===== src/rtl/fifo_uart_tx_if.sv =====
// FIFO read-side bundle: empty flag, show-ahead head word, pop strobe.
// master = FIFO side, slave = consumer side.
interface fifo_uart_tx_if #(
  parameter int WIDTH = 8
);
  logic             fifo_empty;
  logic [WIDTH-1:0] fifo_rdata;
  logic             fifo_rd;

  modport master (
    output fifo_empty,
    output fifo_rdata,
    input  fifo_rd
  );

  modport slave (
    input  fifo_empty,
    input  fifo_rdata,
    output fifo_rd
  );
endinterface


===== src/rtl/fifo_uart_tx.sv =====
// FIFO-fed UART transmitter: pops one word per frame, sends start/data/stop.
// Optional even parity bit when FIFO_UART_TX_PARITY_EN is defined.
module fifo_uart_tx #(
  parameter int WIDTH        = 8,
  parameter int CLKS_PER_BIT = 16
) (
  input  logic          clk,
  input  logic          reset,
  input  logic          enable,
  fifo_uart_tx_if.slave fifo,
  output logic          tx,
  output logic          busy,
  output logic          done
);

  localparam int CW = $clog2(CLKS_PER_BIT);
  localparam int IW = (WIDTH > 1) ? $clog2(WIDTH) : 1;
  localparam logic [CW-1:0] CMAX = CW'(CLKS_PER_BIT - 1);
  localparam logic [CW-1:0] CPRE = CW'(CLKS_PER_BIT - 2);
  localparam logic [IW-1:0] IMAX = IW'(WIDTH - 1);

`ifdef FIFO_UART_TX_PARITY_EN
  typedef enum logic [2:0] {
    S_IDLE, S_START, S_DATA, S_PARITY, S_STOP
  } state_t;
`else
  typedef enum logic [1:0] {
    S_IDLE, S_START, S_DATA, S_STOP
  } state_t;
`endif

  state_t           state_q, state_d;
  logic [CW-1:0]    cnt_q, cnt_d;
  logic [IW-1:0]    idx_q, idx_d;
  logic [WIDTH-1:0] sh_q, sh_d;
  logic [WIDTH-1:0] sh_nx;
  logic             tx_q, tx_d;
  logic             busy_q, busy_d;
  logic             done_q, done_d;
  logic             last;
`ifdef FIFO_UART_TX_PARITY_EN
  logic             par_q, par_d;
`endif

  assign fifo.fifo_rd = (state_q == S_IDLE) && enable
                        && !fifo.fifo_empty;
  assign last  = (cnt_q == CMAX);
  assign sh_nx = sh_q >> 1;
  assign tx    = tx_q;
  assign busy  = busy_q;
  assign done  = done_q;

  // Next-state logic: frame sequencing, baud count, shift and outputs.
  always_comb begin
    state_d = state_q;
    cnt_d   = last ? '0 : cnt_q + CW'(1);
    idx_d   = idx_q;
    sh_d    = sh_q;
    tx_d    = tx_q;
    busy_d  = busy_q;
    done_d  = 1'b0;
`ifdef FIFO_UART_TX_PARITY_EN
    par_d   = par_q;
`endif
    unique case (state_q)
      S_IDLE: begin
        cnt_d  = '0;
        tx_d   = 1'b1;
        busy_d = 1'b0;
        if (fifo.fifo_rd) begin
          sh_d    = fifo.fifo_rdata;
          idx_d   = '0;
          tx_d    = 1'b0;
          busy_d  = 1'b1;
          state_d = S_START;
`ifdef FIFO_UART_TX_PARITY_EN
          par_d   = ^fifo.fifo_rdata;
`endif
        end
      end
      S_START: begin
        if (last) begin
          tx_d    = sh_q[0];
          state_d = S_DATA;
        end
      end
      S_DATA: begin
        if (last) begin
          if (idx_q == IMAX) begin
`ifdef FIFO_UART_TX_PARITY_EN
            tx_d    = par_q;
            state_d = S_PARITY;
`else
            tx_d    = 1'b1;
            state_d = S_STOP;
`endif
          end else begin
            sh_d  = sh_nx;
            idx_d = idx_q + IW'(1);
            tx_d  = sh_nx[0];
          end
        end
      end
`ifdef FIFO_UART_TX_PARITY_EN
      S_PARITY: begin
        if (last) begin
          tx_d    = 1'b1;
          state_d = S_STOP;
        end
      end
`endif
      S_STOP: begin
        tx_d = 1'b1;
        if (cnt_q == CPRE) done_d = 1'b1;
        if (last) begin
          busy_d  = 1'b0;
          state_d = S_IDLE;
        end
      end
      default: begin
        tx_d    = 1'b1;
        busy_d  = 1'b0;
        state_d = S_IDLE;
      end
    endcase
  end

  // State and registered outputs; reset aborts any frame in flight.
  always_ff @(posedge clk or negedge reset) begin
    if (!reset) begin
      state_q <= S_IDLE;
      cnt_q   <= '0;
      idx_q   <= '0;
      sh_q    <= '0;
      tx_q    <= 1'b1;
      busy_q  <= 1'b0;
      done_q  <= 1'b0;
`ifdef FIFO_UART_TX_PARITY_EN
      par_q   <= 1'b0;
`endif
    end else begin
      state_q <= state_d;
      cnt_q   <= cnt_d;
      idx_q   <= idx_d;
      sh_q    <= sh_d;
      tx_q    <= tx_d;
      busy_q  <= busy_d;
      done_q  <= done_d;
`ifdef FIFO_UART_TX_PARITY_EN
      par_q   <= par_d;
`endif
    end
  end

endmodule


===== src/flat_wrapper.sv =====
// flat-port wrapper written by rule: the top's interface ports become plain ports
module fifo_uart_tx_flat 
#(
  parameter int WIDTH        = 8,
  parameter int CLKS_PER_BIT = 16
)
  (clk, reset, enable, tx, busy, done, fifo_fifo_empty, fifo_fifo_rdata, fifo_fifo_rd);
  fifo_uart_tx_if #(.WIDTH(WIDTH)) fifo_i ();
  input  logic clk;
  input  logic reset;
  input  logic enable;
  output logic tx;
  output logic busy;
  output logic done;
  input wire logic [$bits(fifo_i.fifo_empty)-1:0] fifo_fifo_empty;
  input wire logic [$bits(fifo_i.fifo_rdata)-1:0] fifo_fifo_rdata;
  output wire logic [$bits(fifo_i.fifo_rd)-1:0] fifo_fifo_rd;
  assign fifo_i.fifo_empty = fifo_fifo_empty;
  assign fifo_i.fifo_rdata = fifo_fifo_rdata;
  assign fifo_fifo_rd = fifo_i.fifo_rd;
  fifo_uart_tx #(.WIDTH(WIDTH), .CLKS_PER_BIT(CLKS_PER_BIT)) u_core (.clk(clk), .reset(reset), .enable(enable), .fifo(fifo_i), .tx(tx), .busy(busy), .done(done));
endmodule

===== config.mk =====
export PLATFORM = sky130hd
export DESIGN_NAME = fifo_uart_tx_flat
export DESIGN_NICKNAME = d
export VERILOG_FILES = /design/src/rtl/fifo_uart_tx_if.sv /design/src/rtl/fifo_uart_tx.sv /design/src/flat_wrapper.sv
export SDC_FILE = /design/constraint.sdc
export NUM_CORES = 1
export LEC_CHECK = 0
export CAP_MARGIN = 20
export CORE_MARGIN = 2
export CORE_UTILIZATION = 49
export DETAILED_ROUTE_END_ITERATION = 12
export HOLD_SLACK_MARGIN = 0.02
export PLACE_DENSITY = 0.73
export SLEW_MARGIN = 20
export SYNTH_ARGS = -nofsm -noshare
export SYNTH_HDL_FRONTEND = slang
export SYNTH_SLANG_ARGS = --single-unit

===== constraint.sdc =====
create_clock -name clk -period 4 [get_ports clk]
set_clock_uncertainty 0.1 [all_clocks]
set_input_delay 0.8 -clock clk [delete_from_list [all_inputs] [get_ports clk]]
set_output_delay 0.8 -clock clk [all_outputs]
set_load 0.05 [all_outputs]

==> metrics.csv <==
metric,value,unit
yosysTopAreaCell,dfrtp_1,
cts_tree,yes,
p_sw,0.0702,mW
pin_count,16,
overflow,0,
crit_arrival,2.38,ns
ys_top_cells_by_area,"dfrtp_1, mux2_2, ha_1, inv_1, mux2i_1",
synth.area.mux_share,0.205,
period_minus_slack,3.28,ns
wirelength,1910,um
synth-compound-area-share,0.0684,
dpl-instance-area,1250,um2
die_y,50.9,um
crit_path_frequent_cell,clkdlybuf4s50_1,
grt_max_degree,21,
synth_fp_nets,113,
yosysWarnings,0,
grt_usage,0.184,
path_max_fanout,5,
ir_drop,0.292,mV
die_w,50.9,um
hold_viol_final,0,
grt_first_pass_wirelength,3520,um
nNetsFinal,130,
async_reset_ff_frac,1.00,
p_sw_frac,0.182,
drt-initial-drc-count,20,
yosys-top-cells-count,"dfrtp_1, mux2_2, ha_1, inv_1, o21ai_0",
fmax,305,MHz
placementRows,16,
viasPerCell,5.38,
cp.required,3.10,ns
power_density,297,nW/um2
totalPowerFinal,0.386,mW
synthCells,92,
synth_xor_area_frac,0.00811,
status,"finished, final reports clean",
synth_most_common_cell,dfrtp_1,
postCtsSetupBuffers,0,
rsz0062_at_grt,no,
synth.top_cell.area_share,0.440,
relSlewSlack,0.413,
start_kind,input pin,
yosysSeqAreaShare,0.465,
synth-simple-area-share,0.0950,
gp_congestion,0.781,
wl_per_cell,14.2,um
synth_edf_count,0,
dp.final_hpwl,1350,um
hold_buffers,0,
setup_tns,0,ns
power_frac_comb,0.047,
clkLatencyLatePin,0.31,ns
syn_area,1080,um2
pwr-share-clk,0.429,
synth_top_family_by_area,multiplexers,
ant_nets,0,
setup_violations,0,
root_buffer,clkbuf_4,
cts.sinks,20,
slowest_delay,0.84,ns
drv_cap,0,
htreeDepth,1,
syn-mean-instance-area,11.7,um2
area_growth,20.3,%
tightest_slew,0.878,ns
yosysUniqueCellTypes,28,
crit_chain,clkdlybuf4s50_1 > and3b_1 > clkdlybuf4s50_1,
drc,0,
synth_ff_type,dfrtp_1,
critPathKind,input pin to output pin,
fin_area,1300,um2
ys_seq_elements,20,
grt_pass1_vias,787,
drive_above_1_share,0.204,
clkSlewWorstSetupHoldPaths,0.10,ns
antenna_found_initial,0,
min_path_type,register to register,
finalCritPeriodShare,0.820,
internal_power,0.316,mW
cts_inserted_buffers,3,
cellLeakagePower,0.589,nW
pwr-share-seq,0.524,
synth_fa_ha_area_frac,0.104,
core-area,2020,um2
maxSlewViolCount,0,
slowest_stage,clkdlybuf4s50_1,
io_buffers,15,
start_util,0.534,
first_pass_iters,4,
dieArea,2590,um2
vias,726,
diodes,0,
cts.path.max_buffers,2,
cts_resized,0,
r2r_slack,1.59,ns
worstSetupEndpointType,output pin,
cells by family after synthesis:
group / count (synthesis)
buffers and inverters: 13
AO/OA/AOI/OAI: 12
flip-flops: 20
multiplexers: 20
AND/OR/NAND/NOR: 17
adder cells (fa/ha/maj): 9
XOR/XNOR: 1
area by class of cell:
cell class	count	area, um2
inverter	9	33.8
sequential	20	502
multi-input combinational	59	519
tap	27	33.8
clock inverter	1	30.0
fill	171	723
clock buffer	3	22.5
timing repair buffer	16	158
stage by stage:
stage	hold WS [ns]	worst slack (ns)	instances	util
6_report	0.412	0.721	135	0.642
5_1_grt	0.451	0.633	135	0.642
4_1_cts	0.420	0.704	135	0.642
3_5_place_dp	0.397	0.722	131	0.616
3_3_place_gp	0.386	0.746	131	0.616
2_1_floorplan	0.375	1.70	92	-
final timing paths:
path                                                from                            end  cells after the start
setup / recovery                                  enable                   fifo_fifo_rd                      3
hold / removal                u_core.sh_q[2]$_DFFE_PN0P_     u_core.sh_q[2]$_DFFE_PN0P_                      1
setup reg to reg           u_core.state_q[0]$_DFFE_PN0P_  u_core.state_q[1]$_DFFE_PN0P_                      5
hold reg to reg               u_core.sh_q[2]$_DFFE_PN0P_     u_core.sh_q[2]$_DFFE_PN0P_                      1
max in group asynchronous                          reset  u_core.state_q[1]$_DFFE_PN0P_                      1
min in group asynchronous                          reset      u_core.cnt_q[0]$_DFF_PN0_                      1
critical path, delay by kind of cell:
kind | cells | cell delay, ns
buffers and inverters | 2 | 1.31
AND/OR/NAND/NOR | 1 | 0.27
state kept, by name (all words and copies together), names as in the netlist:
register        cells
u_core.cnt_q        4
u_core.state_q      2
u_core.idx_q        3
u_core.done         1
u_core.tx           1
u_core.sh_q         8
u_core.busy         1
cell usage in the layout (no fill, tap or decap), drive strengths merged, types with 3 or more instances in the layout:
cell type,n
o21ai,5
inv,9
ha,9
clkbuf,3
a21oi,3
clkdlybuf4s50,15
mux2,17
mux2i,3
dfrtp,19
nor2,3
power by group through the flow:
| stage | Sequential, mW | Clock, mW | Combinational [mW] |
|---|---|---|---|
| finish | 0.202 | 0.166 | 0.0181 |
| detailed placement | 0.206 | 0 | 0.0183 |
| global placement | 0.206 | 0 | 0.0184 |
| global route | 0.202 | 0.178 | 0.0201 |
| CTS | 0.202 | 0.169 | 0.0186 |
| floorplan | 0.206 | 0 | 0.00357 |
routing by layer:
| layer | track usage | part of all wire | vias up |
|---|---|---|---|
| met5 | 0 | 0 | - |
| met4 | 0.0631 | 0.0068 | 0 |
| met3 | 0.0585 | 0.057 | 2 |
| met2 | 0.318 | 0.49 | 19 |
| met1 | 0.213 | 0.44 | 353 |
| li1 | - | - | 352 |
Power figures use the tool's default switching activity.
